### src/rtl/lcd_writer.sv
// HD44780 write sequencer: SETUP / PULSE / HOLD / GAP timing with a one-entry pending slot.
// Define LCD_OVF_FLAG_EN to add the sticky ovf_o dropped-request flag.
module lcd_writer #(
  parameter int unsigned SETUP_CYC = 2,
  parameter int unsigned PULSE_CYC = 12,
  parameter int unsigned HOLD_CYC  = 2,
  parameter int unsigned GAP_CYC   = 40
) (
  input  logic        clk_i,
  input  logic        rst_ni,
  input  logic        lcd_wr_i,
  input  logic [31:0] lcd_word_i,
  output logic        busy_o,
  output logic        lcd_on_o,
  output logic        lcd_rs_o,
  output logic        lcd_rw_o,
  output logic        lcd_en_o,
  output logic [7:0]  lcd_data_o
`ifdef LCD_OVF_FLAG_EN
  ,output logic       ovf_o
`endif
);

  localparam int unsigned MAX_SP  = (SETUP_CYC > PULSE_CYC) ? SETUP_CYC : PULSE_CYC;
  localparam int unsigned MAX_HG  = (HOLD_CYC > GAP_CYC) ? HOLD_CYC : GAP_CYC;
  localparam int unsigned MAX_CYC = (MAX_SP > MAX_HG) ? MAX_SP : MAX_HG;
  localparam int unsigned CNT_W   = $clog2(MAX_CYC + 1);
  localparam int unsigned WORD_W  = 10;

  typedef enum logic [2:0] {
    S_IDLE, S_SETUP, S_PULSE, S_HOLD, S_GAP
  } state_t;

  state_t              r_state, w_state_nxt;
  logic [CNT_W-1:0]    r_cnt, w_cnt_nxt;
  logic [WORD_W-1:0]   r_act, w_act_nxt;
  logic [WORD_W-1:0]   r_pend, w_pend_nxt;
  logic                r_pend_v, w_pend_v_nxt;
  logic                r_en, r_busy;
  logic                w_done, w_last_gap;
  logic [WORD_W-1:0]   w_word;
  logic                w_unused_bits;
`ifdef LCD_OVF_FLAG_EN
  logic                r_ovf, w_drop;
`endif

  // Compact word: {ON, RS, DATA}; remaining CPU bits are ignored.
  assign w_word        = {lcd_word_i[31], lcd_word_i[9], lcd_word_i[7:0]};
  assign w_unused_bits = &{1'b0, lcd_word_i[30:10], lcd_word_i[8]};
  assign w_done        = (r_cnt == '0);
  assign w_last_gap    = (r_state == S_GAP) && w_done;

  always_comb begin
    w_state_nxt  = r_state;
    w_cnt_nxt    = w_done ? '0 : r_cnt - CNT_W'(1);
    w_act_nxt    = r_act;
    w_pend_nxt   = r_pend;
    w_pend_v_nxt = r_pend_v;
`ifdef LCD_OVF_FLAG_EN
    w_drop       = 1'b0;
`endif
    unique case (r_state)
      S_IDLE: begin
        if (lcd_wr_i) begin
          w_state_nxt = S_SETUP;
          w_cnt_nxt   = CNT_W'(SETUP_CYC - 1);
          w_act_nxt   = w_word;
        end
      end
      S_SETUP: begin
        if (w_done) begin
          w_state_nxt = S_PULSE;
          w_cnt_nxt   = CNT_W'(PULSE_CYC - 1);
        end
      end
      S_PULSE: begin
        if (w_done) begin
          w_state_nxt = S_HOLD;
          w_cnt_nxt   = CNT_W'(HOLD_CYC - 1);
        end
      end
      S_HOLD: begin
        if (w_done) begin
          w_state_nxt = S_GAP;
          w_cnt_nxt   = CNT_W'(GAP_CYC - 1);
        end
      end
      S_GAP: begin
        // Last GAP cycle: slot promotes to active and a same-cycle strobe refills it.
        if (w_done) begin
          if (r_pend_v) begin
            w_state_nxt  = S_SETUP;
            w_cnt_nxt    = CNT_W'(SETUP_CYC - 1);
            w_act_nxt    = r_pend;
            w_pend_v_nxt = lcd_wr_i;
            if (lcd_wr_i) w_pend_nxt = w_word;
          end else if (lcd_wr_i) begin
            w_state_nxt = S_SETUP;
            w_cnt_nxt   = CNT_W'(SETUP_CYC - 1);
            w_act_nxt   = w_word;
          end else begin
            w_state_nxt = S_IDLE;
          end
        end
      end
      default: begin
        w_state_nxt = S_IDLE;
        w_cnt_nxt   = '0;
      end
    endcase
    // Strobes during a transfer fill the slot, or are dropped when it is full.
    if (lcd_wr_i && (r_state != S_IDLE) && !w_last_gap) begin
      if (!r_pend_v) begin
        w_pend_v_nxt = 1'b1;
        w_pend_nxt   = w_word;
      end else begin
`ifdef LCD_OVF_FLAG_EN
        w_drop = 1'b1;
`endif
      end
    end
  end

  always_ff @(posedge clk_i or negedge rst_ni) begin
    if (!rst_ni) begin
      r_state  <= S_IDLE;
      r_cnt    <= '0;
      r_act    <= '0;
      r_pend   <= '0;
      r_pend_v <= 1'b0;
      r_en     <= 1'b0;
      r_busy   <= 1'b0;
    end else begin
      r_state  <= w_state_nxt;
      r_cnt    <= w_cnt_nxt;
      r_act    <= w_act_nxt;
      r_pend   <= w_pend_nxt;
      r_pend_v <= w_pend_v_nxt;
      r_en     <= (w_state_nxt == S_PULSE);
      r_busy   <= (w_state_nxt != S_IDLE) | w_pend_v_nxt;
    end
  end

`ifdef LCD_OVF_FLAG_EN
  always_ff @(posedge clk_i or negedge rst_ni) begin
    if (!rst_ni) r_ovf <= 1'b0;
    else         r_ovf <= r_ovf | w_drop;
  end
  assign ovf_o = r_ovf;
`endif

  assign busy_o     = r_busy;
  assign lcd_on_o   = r_act[9];
  assign lcd_rs_o   = r_act[8];
  assign lcd_data_o = r_act[7:0];
  assign lcd_en_o   = r_en;
  assign lcd_rw_o   = 1'b0;

endmodule

### config.mk
export PLATFORM = sky130hd
export DESIGN_NAME = lcd_writer
export DESIGN_NICKNAME = d
export VERILOG_FILES = /design/src/rtl/lcd_writer.sv
export SDC_FILE = /design/constraint.sdc
export NUM_CORES = 1
export LEC_CHECK = 0
export CORE_MARGIN = 5
export CORE_UTILIZATION = 35
export DETAILED_ROUTE_END_ITERATION = 8
export DONT_BUFFER_PORTS = 1
export SLEW_MARGIN = 10
export SYNTH_ARGS = -nofsm -noshare
export SYNTH_HDL_FRONTEND = slang
export SYNTH_SLANG_ARGS = --single-unit
### constraint.sdc
create_clock -name clk_i -period 2.2 [get_ports clk_i]
set_input_delay 0.22 -clock clk_i [delete_from_list [all_inputs] [get_ports clk_i]]
set_output_delay 0.22 -clock clk_i [all_outputs]
set_load 0.005 [all_outputs]
==> flow_summary.json <==
{
  "status": "complete, no violations",
  "synthCells": 152,
  "antenna_cells": 0,
  "vdd_drop_max_v": 0.000345,
  "critical_path_class": "reg2reg",
  "cap_violations": 0,
  "cpMaxStageDelayCell": "or3b_4",
  "yosysSeqAreaShare_pct": 48.9,
  "startpoint": "r_cnt[0]",
  "fin_total_pwr_mw": 1.22,
  "path_cells": "inv_1 > ha_2 > or3b_4 > o21ai_4 > nor3b_4 > buf_4 > a2bb2oi_1",
  "row_count": 24,
  "final.min_clock_period_ns": 2.05,
  "area_growth_pct": 14.6,
  "powerDensity_nw_per_um2": 650,
  "post_cts_buffers": 0,
  "drtIter0Drc": 100,
  "synth_nets": 188,
  "internal_power_mw": 0.973,
  "netSwitchingFraction_pct": 20.1,
  "end_kind": "flip-flop",
  "ioPinCount": 48,
  "postRouteAntennaNets": 0,
  "relSlewSlack_pct": 62.1,
  "slew_viol_final": 0,
  "power.share.clock_pct": 44.9,
  "reg2reg_from": "r_cnt[0]",
  "fp.dieW_um": 78.4,
  "drt_drc_violations_left": 0,
  "dp_slack_ns": 0.0714,
  "required_ns": 2.40,
  "seqPwrFrac_pct": 50.9,
  "synthesis.area_sq_um": 1640,
  "hold_viol_final": 0,
  "place_hpwl_um": 2560,
  "cts_buffers": 5,
  "grt_pass1_wl_um": 6310,
  "clockBufferDepth": 2,
  "synth_edf_count": 0,
  "nNetsFinal": 197,
  "rsz0062_at_grt": "false",
  "synth_cell_type_count": 42,
  "synth-simple-area-share_pct": 16.4,
  "synth_top_family_by_area": "compound AO/OA/AOI/OAI gates",
  "hold_path_class": "in2reg",
  "path_max_fanout": 6,
  "period_share_pct": 93.0,
  "globalRouteMet2Util_pct": 20.6,
  "synthXorXnorAreaFrac_pct": 1.07,
  "synthAdderAreaFrac_pct": 0.765,
  "finClkSkew_ns": 0.00597,
  "grt_antenna_before_repair": 0,
  "viasPerCell": 5.75,
  "drt_first_pass_iters": 4,
  "n_fill_cell": 425,
  "maxClockFrequency_mhz": 488,
  "gp_congestion": 0.869,
  "grt_max_degree": 33,
  "finalCoreUtilization_pct": 42.2,
  "htree_levels": 2,
  "grt_use_total_pct": 12.8,
  "power_switching_mw": 0.245,
  "r2r_cells": 7,
  "clock_insertion_delay_worst_skew_ns": 0.28,
  "p_comb_share_pct": 4.2,
  "synth-seq-cells": 32,
  "grtUsageMet1_pct": 16.0,
  "grtUsageMet3_pct": 4.69,
  "die_h_um": 78.4,
  "worst_slew_pin_slew_ns": 0.568,
  "tns_ns": 0,
  "slowest_delay_ns": 0.43,
  "r2r_setup_slack_ns": 0.15,
  "vias": 1230,
  "ys_async_sr_fraction_pct": 100,
  "p_leak_nw": 0.806,
  "grt-busiest-layer": "met2",
  "critPathArrivalTime_ns": 2.25,
  "ys_warn_count": 0,
  "clock-sinks": 32,
  "avgSynthCellArea_sq_um": 10.8,
  "layout_setup_ws_ns": 0.153,
  "r2r-end": "r_act[1]",
  "start_util_pct": 36.8,
  "muxShareOfSynthArea_pct": 7.49,
  "setup_violations": 0,
  "die_area_sq_um": 6140,
  "wire_per_inst_um": 16.7,
  "first_global_vias": 1325,
  "synth_flop_cell": "dfrtp_1",
  "crit_end": "r_act[1]",
  "post_route_cells_drive_above_1_share_pct": 22.8,
  "cts_root_buf": "clkbuf_8",
  "start_kind": "flip-flop",
  "clk_pin_slew_ns": 0.07,
  "cts_tree": "done",
  "wirelength_um": 3580,
  "synth_compound_area_share_pct": 20.6,
  "grt_overflow": 0,
  "coreArea_sq_um": 4440,
  "portBuffers": 0
}
-- worst max-delay path: cells and delay by family, from the launching register on --
kind	cells	cell delay [ns]
flip-flops	1	0.41
adder cells (fa/ha/maj)	1	0.23
AO/OA/AOI/OAI	2	0.39
AND/OR/NAND/NOR	2	0.67
buffers and inverters	2	0.27
-- power by group through the flow --
stage,sequential [mW],combinational [mW],clock [mW]
3_5_place_dp,0.631,0.0351,0
5_1_grt,0.622,0.0598,0.599
3_3_place_gp,0.629,0.0336,0
6_report,0.620,0.0512,0.547
4_1_cts,0.619,0.0531,0.558
2_1_floorplan,0.627,0.0354,0
-- through the flow --
stage	hold slack, ns	instances	area, sq um
finish	0.0846	214	1880
global route	0.0738	214	1880
CTS	0.0770	214	1860
detailed placement	-0.0746	204	1720
global placement	-0.0747	204	1720
floorplan	-0.0756	152	1640
-- what timing repair did --
| item | in CTS | in global routing |
|---|---|---|
| setup endpoints to repair | 0 | 10 |
| endpoints found under the hold margin | 32 | 0 |
| gates resized for setup | 0 | 3 |
| hold buffers | 2 | 0 |
-- logic make-up after synthesis --
| family | Yosys count |
|---|---|
| AOI/OAI and AO/OA | 47 |
| adders and majority gates | 1 |
| xor gates and xnor gates | 2 |
| and+or+nand+nor | 42 |
| muxes | 11 |
| DFF | 32 |
| other | 1 |
| buffers and inverters | 16 |
-- per-layer routing --
metal	vias up	part of all wire [%]
li1	572	-
met1	617	45
met2	36	47
met3	5	6.9
met4	0	1.1
met5	-	0
-- layout by cell type, fill, tap and decap left out, drive strengths merged, types with 2 or more instances in the layout --
cell type,n
dfrtp,32
nand2,5
mux2,10
clkbuf,6
nor3b,2
a21oi,7
a311oi,2
o21ai,17
nand3,2
nand4,2
buf,10
a2bb2oi,12
inv,7
nor2b,3
or2,2
nor2,10
a221oi,2
nand3b,10
o21a,2
-- area by class of cell --
type / count / area (sq um) / area share [%]
clock buffer: 6 / 72.6 / 3.87
clock inverter: 2 / 35.0 / 1.87
inverter: 7 / 26.3 / 1.40
multi-input combinational: 104 / 778 / 41.5
sequential: 32 / 801 / 42.7
tap: 52 / 65.1 / 3.47
timing repair buffer: 11 / 97.6 / 5.20
-- worst min-delay path by stage --
stage                   from   endpoint  cells past startpoint
2_1_floorplan         rst_ni     busy_o                      0
3_3_place_gp          rst_ni   lcd_en_o                      0
3_5_place_dp          rst_ni   lcd_en_o                      0
5_1_grt        lcd_word_i[1]  r_pend[1]                      1
6_report       lcd_word_i[5]  r_pend[5]                      1
4_1_cts        lcd_word_i[6]  r_pend[6]                      1
-- synthesized netlist by cell type, drive strengths merged (3+ instances only) --
master,count,area [sq um]
dfrtp,32,801
nor2b,3,18.8
a21oi,7,35.0
nor2,10,40.0
inv,7,26.3
buf,6,36.3
mux2,10,113
a2bb2oi,12,105
clkbuf,3,11.3
nand3b,10,75.1
o21ai,17,88.8
nand2,5,18.8
-- sequential cells by signal, indices dropped and copies added (netlist names) --
signal    flops
busy_o        1
r_cnt         6
r_pend_v      1
r_state       3
r_pend       10
r_act        10
lcd_en_o      1
Note: power is estimated with default switching activity, not from simulation.
